<file path="config.mk">
export PLATFORM = sky130hd
export DESIGN_NAME = apb_regfile_wait_flat
export DESIGN_NICKNAME = d
export VERILOG_FILES = /design/src/rtl/apb_regfile_wait_if.sv /design/src/rtl/apb_regfile_wait.sv /design/src/flat_wrapper.sv
export SDC_FILE = /design/constraint.sdc
export NUM_CORES = 1
export LEC_CHECK = 0
export CAP_MARGIN = 20
export CORE_AREA = 3 3 234 236
export CTS_CLUSTER_SIZE = 24
export DETAILED_ROUTE_END_ITERATION = 16
export DIE_AREA = 0 0 237 239
export PLACE_DENSITY = 0.52
export SLEW_MARGIN = 10
export SYNTH_ARGS = -nofsm -noshare
export SYNTH_HDL_FRONTEND = slang
export SYNTH_SLANG_ARGS = --single-unit
</file>
<file path="constraint.sdc">
create_clock -name pclk -period 3.84 [get_ports pclk]
set_clock_uncertainty 0.1 [all_clocks]
set_input_delay 0.768 -clock pclk [delete_from_list [all_inputs] [get_ports pclk]]
set_output_delay 0.768 -clock pclk [all_outputs]
set_load 0.005 [all_outputs]
</file>
<file path="src/rtl/apb_regfile_wait_if.sv">
// APB4 completer-side bus bundle for apb_regfile_wait.
// Carries address/control/write data towards the slave and read data/handshake back.
interface apb_regfile_wait_if #(
    parameter int AW = 8,
    parameter int DW = 32
);
    logic [AW-1:0]   paddr;
    logic            psel;
    logic            penable;
    logic            pwrite;
    logic [DW/8-1:0] pstrb;
    logic [DW-1:0]   pwdata;
    logic [DW-1:0]   prdata;
    logic            pready;
    logic            pslverr;

    modport master (
        output paddr, psel, penable, pwrite, pstrb, pwdata,
        input  prdata, pready, pslverr
    );

    modport slave (
        input  paddr, psel, penable, pwrite, pstrb, pwdata,
        output prdata, pready, pslverr
    );
endinterface

</file>
<file path="src/rtl/apb_regfile_wait.sv">
// Parametrised APB4 register file: NREGS byte-strobed RW words, RO status words, error on illegal access.
// Latency: 1 setup + WAIT_CYCLES+1 access cycles; pready held low until the wait counter reaches WAIT_CYCLES.
module apb_regfile_wait #(
    parameter int               DW          = 32,
    parameter int               AW          = 8,
    parameter int               NREGS       = 8,
    parameter int               WAIT_CYCLES = 0,
    parameter logic [NREGS-1:0] RO_MASK     = '0
) (
    input  logic                pclk,
    input  logic                presetn,
    apb_regfile_wait_if.slave   apb,
    output logic [NREGS*DW-1:0] ctrl_out,
    input  logic [NREGS*DW-1:0] status_in,
    output logic [NREGS-1:0]    wr_pulse
);
    localparam int NB = DW / 8;
    localparam int IW = AW - 2;

    logic [DW-1:0] regs [NREGS];
    logic [3:0]    wcnt;
    logic [IW-1:0] idx;
    logic          access;
    logic          valid;
    logic          ro;
    logic          wr_hit;
    logic [DW-1:0] rd_word;
    logic          unused_ok;

    assign idx    = apb.paddr[AW-1:2];
    assign access = apb.psel & apb.penable;

    // Reset gating keeps pready low while presetn is asserted, even for zero-wait builds.
    assign apb.pready = presetn & access & (wcnt == 4'(WAIT_CYCLES));
    assign wr_hit     = apb.pready & apb.pwrite;

    always_comb begin
        valid   = 1'b0;
        ro      = 1'b0;
        rd_word = '0;
        for (int i = 0; i < NREGS; i++) begin
            if (idx == IW'(i)) begin
                valid   = 1'b1;
                ro      = RO_MASK[i];
                rd_word = RO_MASK[i] ? status_in[i*DW +: DW] : regs[i];
            end
        end
    end

    assign apb.pslverr = apb.pready & (~valid | (apb.pwrite & ro));
    assign apb.prdata  = (apb.pready & ~apb.pwrite & valid) ? rd_word : '0;

    always_ff @(posedge pclk or negedge presetn) begin
        if (!presetn) begin
            wcnt     <= '0;
            wr_pulse <= '0;
            for (int i = 0; i < NREGS; i++) begin
                regs[i] <= '0;
            end
        end else begin
            if (!access) begin
                wcnt <= '0;
            end else if (!apb.pready) begin
                wcnt <= wcnt + 4'd1;
            end
            // RO slots are excluded here, so their storage stays at its reset value.
            for (int i = 0; i < NREGS; i++) begin
                wr_pulse[i] <= wr_hit && (idx == IW'(i)) && !RO_MASK[i];
                if (wr_hit && (idx == IW'(i)) && !RO_MASK[i]) begin
                    for (int b = 0; b < NB; b++) begin
                        if (apb.pstrb[b]) begin
                            regs[i][b*8 +: 8] <= apb.pwdata[b*8 +: 8];
                        end
                    end
                end
            end
        end
    end

    always_comb begin
        ctrl_out = '0;
        for (int i = 0; i < NREGS; i++) begin
            ctrl_out[i*DW +: DW] = RO_MASK[i] ? '0 : regs[i];
        end
    end

    assign unused_ok = ^{apb.paddr[1:0], status_in};
endmodule

</file>
<file path="src/flat_wrapper.sv">
// flat-port wrapper written by rule: the top's interface ports become plain ports
module apb_regfile_wait_flat 
#(
    parameter int               DW          = 32,
    parameter int               AW          = 8,
    parameter int               NREGS       = 8,
    parameter int               WAIT_CYCLES = 0,
    parameter logic [NREGS-1:0] RO_MASK     = '0
)
  (pclk, presetn, ctrl_out, status_in, wr_pulse, apb_paddr, apb_psel, apb_penable, apb_pwrite, apb_pstrb, apb_pwdata, apb_prdata, apb_pready, apb_pslverr);
  apb_regfile_wait_if #(.AW(AW), .DW(DW)) apb_i ();
  input  logic pclk;
  input  logic presetn;
  output logic [NREGS*DW-1:0] ctrl_out;
  input  logic [NREGS*DW-1:0] status_in;
  output logic [NREGS-1:0] wr_pulse;
  input wire logic [$bits(apb_i.paddr)-1:0] apb_paddr;
  input wire logic [$bits(apb_i.psel)-1:0] apb_psel;
  input wire logic [$bits(apb_i.penable)-1:0] apb_penable;
  input wire logic [$bits(apb_i.pwrite)-1:0] apb_pwrite;
  input wire logic [$bits(apb_i.pstrb)-1:0] apb_pstrb;
  input wire logic [$bits(apb_i.pwdata)-1:0] apb_pwdata;
  output wire logic [$bits(apb_i.prdata)-1:0] apb_prdata;
  output wire logic [$bits(apb_i.pready)-1:0] apb_pready;
  output wire logic [$bits(apb_i.pslverr)-1:0] apb_pslverr;
  assign apb_i.paddr = apb_paddr;
  assign apb_i.psel = apb_psel;
  assign apb_i.penable = apb_penable;
  assign apb_i.pwrite = apb_pwrite;
  assign apb_i.pstrb = apb_pstrb;
  assign apb_i.pwdata = apb_pwdata;
  assign apb_prdata = apb_i.prdata;
  assign apb_pready = apb_i.pready;
  assign apb_pslverr = apb_i.pslverr;
  apb_regfile_wait #(.DW(DW), .AW(AW), .NREGS(NREGS), .WAIT_CYCLES(WAIT_CYCLES), .RO_MASK(RO_MASK)) u_core (.pclk(pclk), .presetn(presetn), .apb(apb_i), .ctrl_out(ctrl_out), .status_in(status_in), .wr_pulse(wr_pulse));
endmodule
</file>
==> results.json <==
{
  "status": "completed",
  "starting_drc_count_in_detailed_routing": 638,
  "post_synth.cell_area_avg_sq_um": 13.6,
  "maxCapViolations": 0,
  "drcViolationCount": 0,
  "p_leak_uw": 0.00833,
  "synth-async-reset-ratio_pct": 100,
  "gp_congestion": 0.775,
  "worstSetupEndpointType": "output pin",
  "grt_pass1_vias": 10400,
  "power.total_uw": 6560,
  "final-instance-count-excl-fill": 2060,
  "dp.final_hpwl_mm": 36.9,
  "tritoncts": "done",
  "detail-route-antenna-nets": 0,
  "syn_inst": 877,
  "cts_max_level": 2,
  "dr.pass1.iters": 5,
  "synth.ff_latch_count": 268,
  "cts.reportedPaths.clkPinSlew_ns": 0.06,
  "synth-seq-area-share_pct": 56.3,
  "wl_mm": 53.4,
  "timing.final.hold_violations": 0,
  "pwr_density_cell_nw_per_um2": 351,
  "ys_types": 43,
  "synthesis.area_sq_um": 11900,
  "cp-start-kind": "input pin",
  "fmax_ghz": 0.264,
  "total_routing_usage_gr_pct": 18.4,
  "cp_data_arrival_time_ns": 2.92,
  "global_route_wire_length_before_repair_mm": 76.1,
  "area_growth_pct": 56.5,
  "initial_core_util_pct": 22.6,
  "dp.cells": 1979,
  "setup_tns_ns": 0,
  "minimum_hold_slack_ns": 0.209,
  "setup.worst_path.class": "input pin to output pin",
  "drt-vias-per-instance": 4.82,
  "finish.net_count": 1653,
  "cts_max_path_bufs": 3,
  "placement_rows": 84,
  "synth_enable_flop_cells": 0,
  "dieArea_sq_um": 56600,
  "rsz0062_at_grt": "false",
  "worst-path-max-fanout": 8,
  "postLayoutSetupSlackWorst_ns": 0.0560,
  "route.vias.total": 9927,
  "chipHeight_um": 239,
  "place.port_buffers": 344,
  "syn_nets": 1184,
  "grt_antenna_before_repair": 3,
  "finalSetupViolCount": 0,
  "coreArea_sq_um": 52700,
  "final_min_period_over_clock_period_pct": 98.5,
  "tritoncts_num_sinks": 268,
  "clock_buffer_count_from_cts": 34,
  "placement.setup.worst_slack_ns": -0.563,
  "postSynth.topFlopCell": "dfrtp_1",
  "timing.final.max_slew_violations": 0,
  "hold_class": "input pin to asynchronous set/reset pin",
  "post_route_cells_drive_above_1_share_pct": 33.2,
  "peakVddDrop_uv": 225,
  "ys.warnings.count": 0,
  "worst_slew_margin_rel_pct": 38.3,
  "clock_latency_ns": 0.52,
  "grt_start_max_net_pins": 137,
  "io_pins": 603,
  "grt_remaining_overflow": 0,
  "period_needed_ns": 3.78,
  "critPathRequiredTime_ns": 2.97,
  "clock-root-buffer": "clkbuf_16",
  "die_outline_width_um": 237,
  "worst-slew-pin-transition_ns": 0.926,
  "route.detailed.wl_per_inst_um": 25.9
}
## cells in the final DEF (no fill, tap or decap), types with 3 or more instances in the layout
cell / n
buf_4: 96
nor2_4: 6
mux2_1: 25
o22a_1: 27
clkbuf_1: 3
o21ai_0: 9
clkbuf_16: 35
clkdlybuf4s50_1: 305
inv_1: 7
nor3_1: 12
nor3_2: 5
a211oi_1: 3
diode_2: 3
nand3_1: 3
dfrtp_1: 268
buf_2: 4
nand2_1: 38
buf_6: 6
clkinv_2: 7
nand3b_1: 5
clkbuf_8: 8
dlygate4sd2_1: 31
mux2_2: 231
a22oi_1: 54
a221oi_1: 23
nand2_2: 3
a222oi_1: 4
nor2_1: 6
mux2i_1: 10
and3_1: 4
o221ai_1: 29
a21oi_1: 9
a31oi_1: 26
buf_12: 28
## kinds of logic (layout without fill, tap and decap cells)
group | after synthesis | count (layout) | share of synthesized area [%]
other cells | 0 | 3 | 0
flops | 268 | 268 | 56.3
compound gates | 190 | 190 | 12.2
xor+xnor | 2 | 2 | 0.147
simple gates | 98 | 98 | 4.42
buf+inv | 51 | 543 | 1.72
fa+ha+maj | 2 | 2 | 0.210
mux | 266 | 266 | 25.0
## layout make-up
cell class / instances / area [sq um]
Sequential cell: 268 / 6710
Clock inverter: 13 / 128
Antenna cell: 3 / 7.51
Multi-Input combinational cell: 558 / 5120
Fill cell: 5169 / 34000
Clock buffer: 46 / 997
Timing Repair Buffer: 477 / 4810
Tap cell: 688 / 861
Inverter: 7 / 26.3
## synth_stat cells, drive strengths merged (4+ instances only)
| cell type | number | area (sq um) |
|---|---|---|
| a21oi | 10 | 50.1 |
| o21ai | 9 | 45.0 |
| a31oi | 27 | 169 |
| buf | 12 | 58.8 |
| a221oi | 23 | 201 |
| mux2i | 10 | 100 |
| o22a | 27 | 236 |
| nor2 | 12 | 55.1 |
| a22oi | 54 | 405 |
| nor3 | 18 | 110 |
| a222oi | 4 | 40.0 |
| clkbuf | 32 | 120 |
| nand3b | 5 | 37.5 |
| o221ai | 30 | 263 |
| dfrtp | 268 | 6710 |
| mux2 | 256 | 2880 |
| and3 | 4 | 25.0 |
| inv | 7 | 26.3 |
| nand2 | 41 | 159 |
## flip-flops by register name (all words and copies together), names as in the netlist
| name | count |
|---|---|
| u_core.wr_pulse | 8 |
| u_core.wcnt | 4 |
| u_core.ctrl_out | 256 |
## repair_timing
item,CTS,global route
pin swaps,15,5
gates cloned,2,0
hold buffers,0,0
resized for setup,66,6
endpoints found under the setup margin,32,19
buffers inserted,15,2
## critical path, cell delays in order
cell,delay (ns)
dlygate4sd2_1,0.29
buf_4,0.16
or4_4,0.58
nor2_4,0.15
buf_12,0.14
buf_12,0.14
buf_4,0.13
a22oi_1,0.08
a31oi_1,0.20
dlygate4sd2_1,0.27
## path summary, 6_finish.rpt
path,start,endpoint,slack (ns),cells after the start
worst max-delay path,apb_paddr[7],apb_prdata[11],0.06,10
worst min-delay path,presetn,u_core.ctrl_out[226],0.21,2
max in group asynchronous,presetn,u_core.ctrl_out[186],2.19,3
min in group pclk,u_core.ctrl_out[157],u_core.ctrl_out[157],0.42,1
worst min register to register,u_core.ctrl_out[157],u_core.ctrl_out[157],0.42,1
worst max register to register,u_core.wcnt[0],u_core.ctrl_out[36],0.90,7
## per-layer routing
metal / wire length (um) / up-vias / global-route usage, %
li1: - / 4373 / -
met1: 24100 / 5138 / 25.4
met2: 24400 / 370 / 28.8
met3: 4080 / 46 / 4.76
met4: 816 / 0 / 4.14
met5: 0 / - / 0
## power by group
part	internal, uW	switching (uW)	total (uW)	leakage, uW
Sequential	2860	33.9	2900	0.00374
Combinational	209	236	444	0.00404
Clock	1950	1260	3220	0.000557
Total	5020	1530	6560	0.00833
## through the flow
| step | cell area (sq um) | util, % |
|---|---|---|
| floorplan | 11900 | - |
| finish | 18700 | 35.4 |
| global placement | 17300 | 32.9 |
| CTS | 18600 | 35.3 |
| global route | 18700 | 35.4 |
| detailed placement | 17300 | 32.9 |
Power figures use the tool's default switching activity.
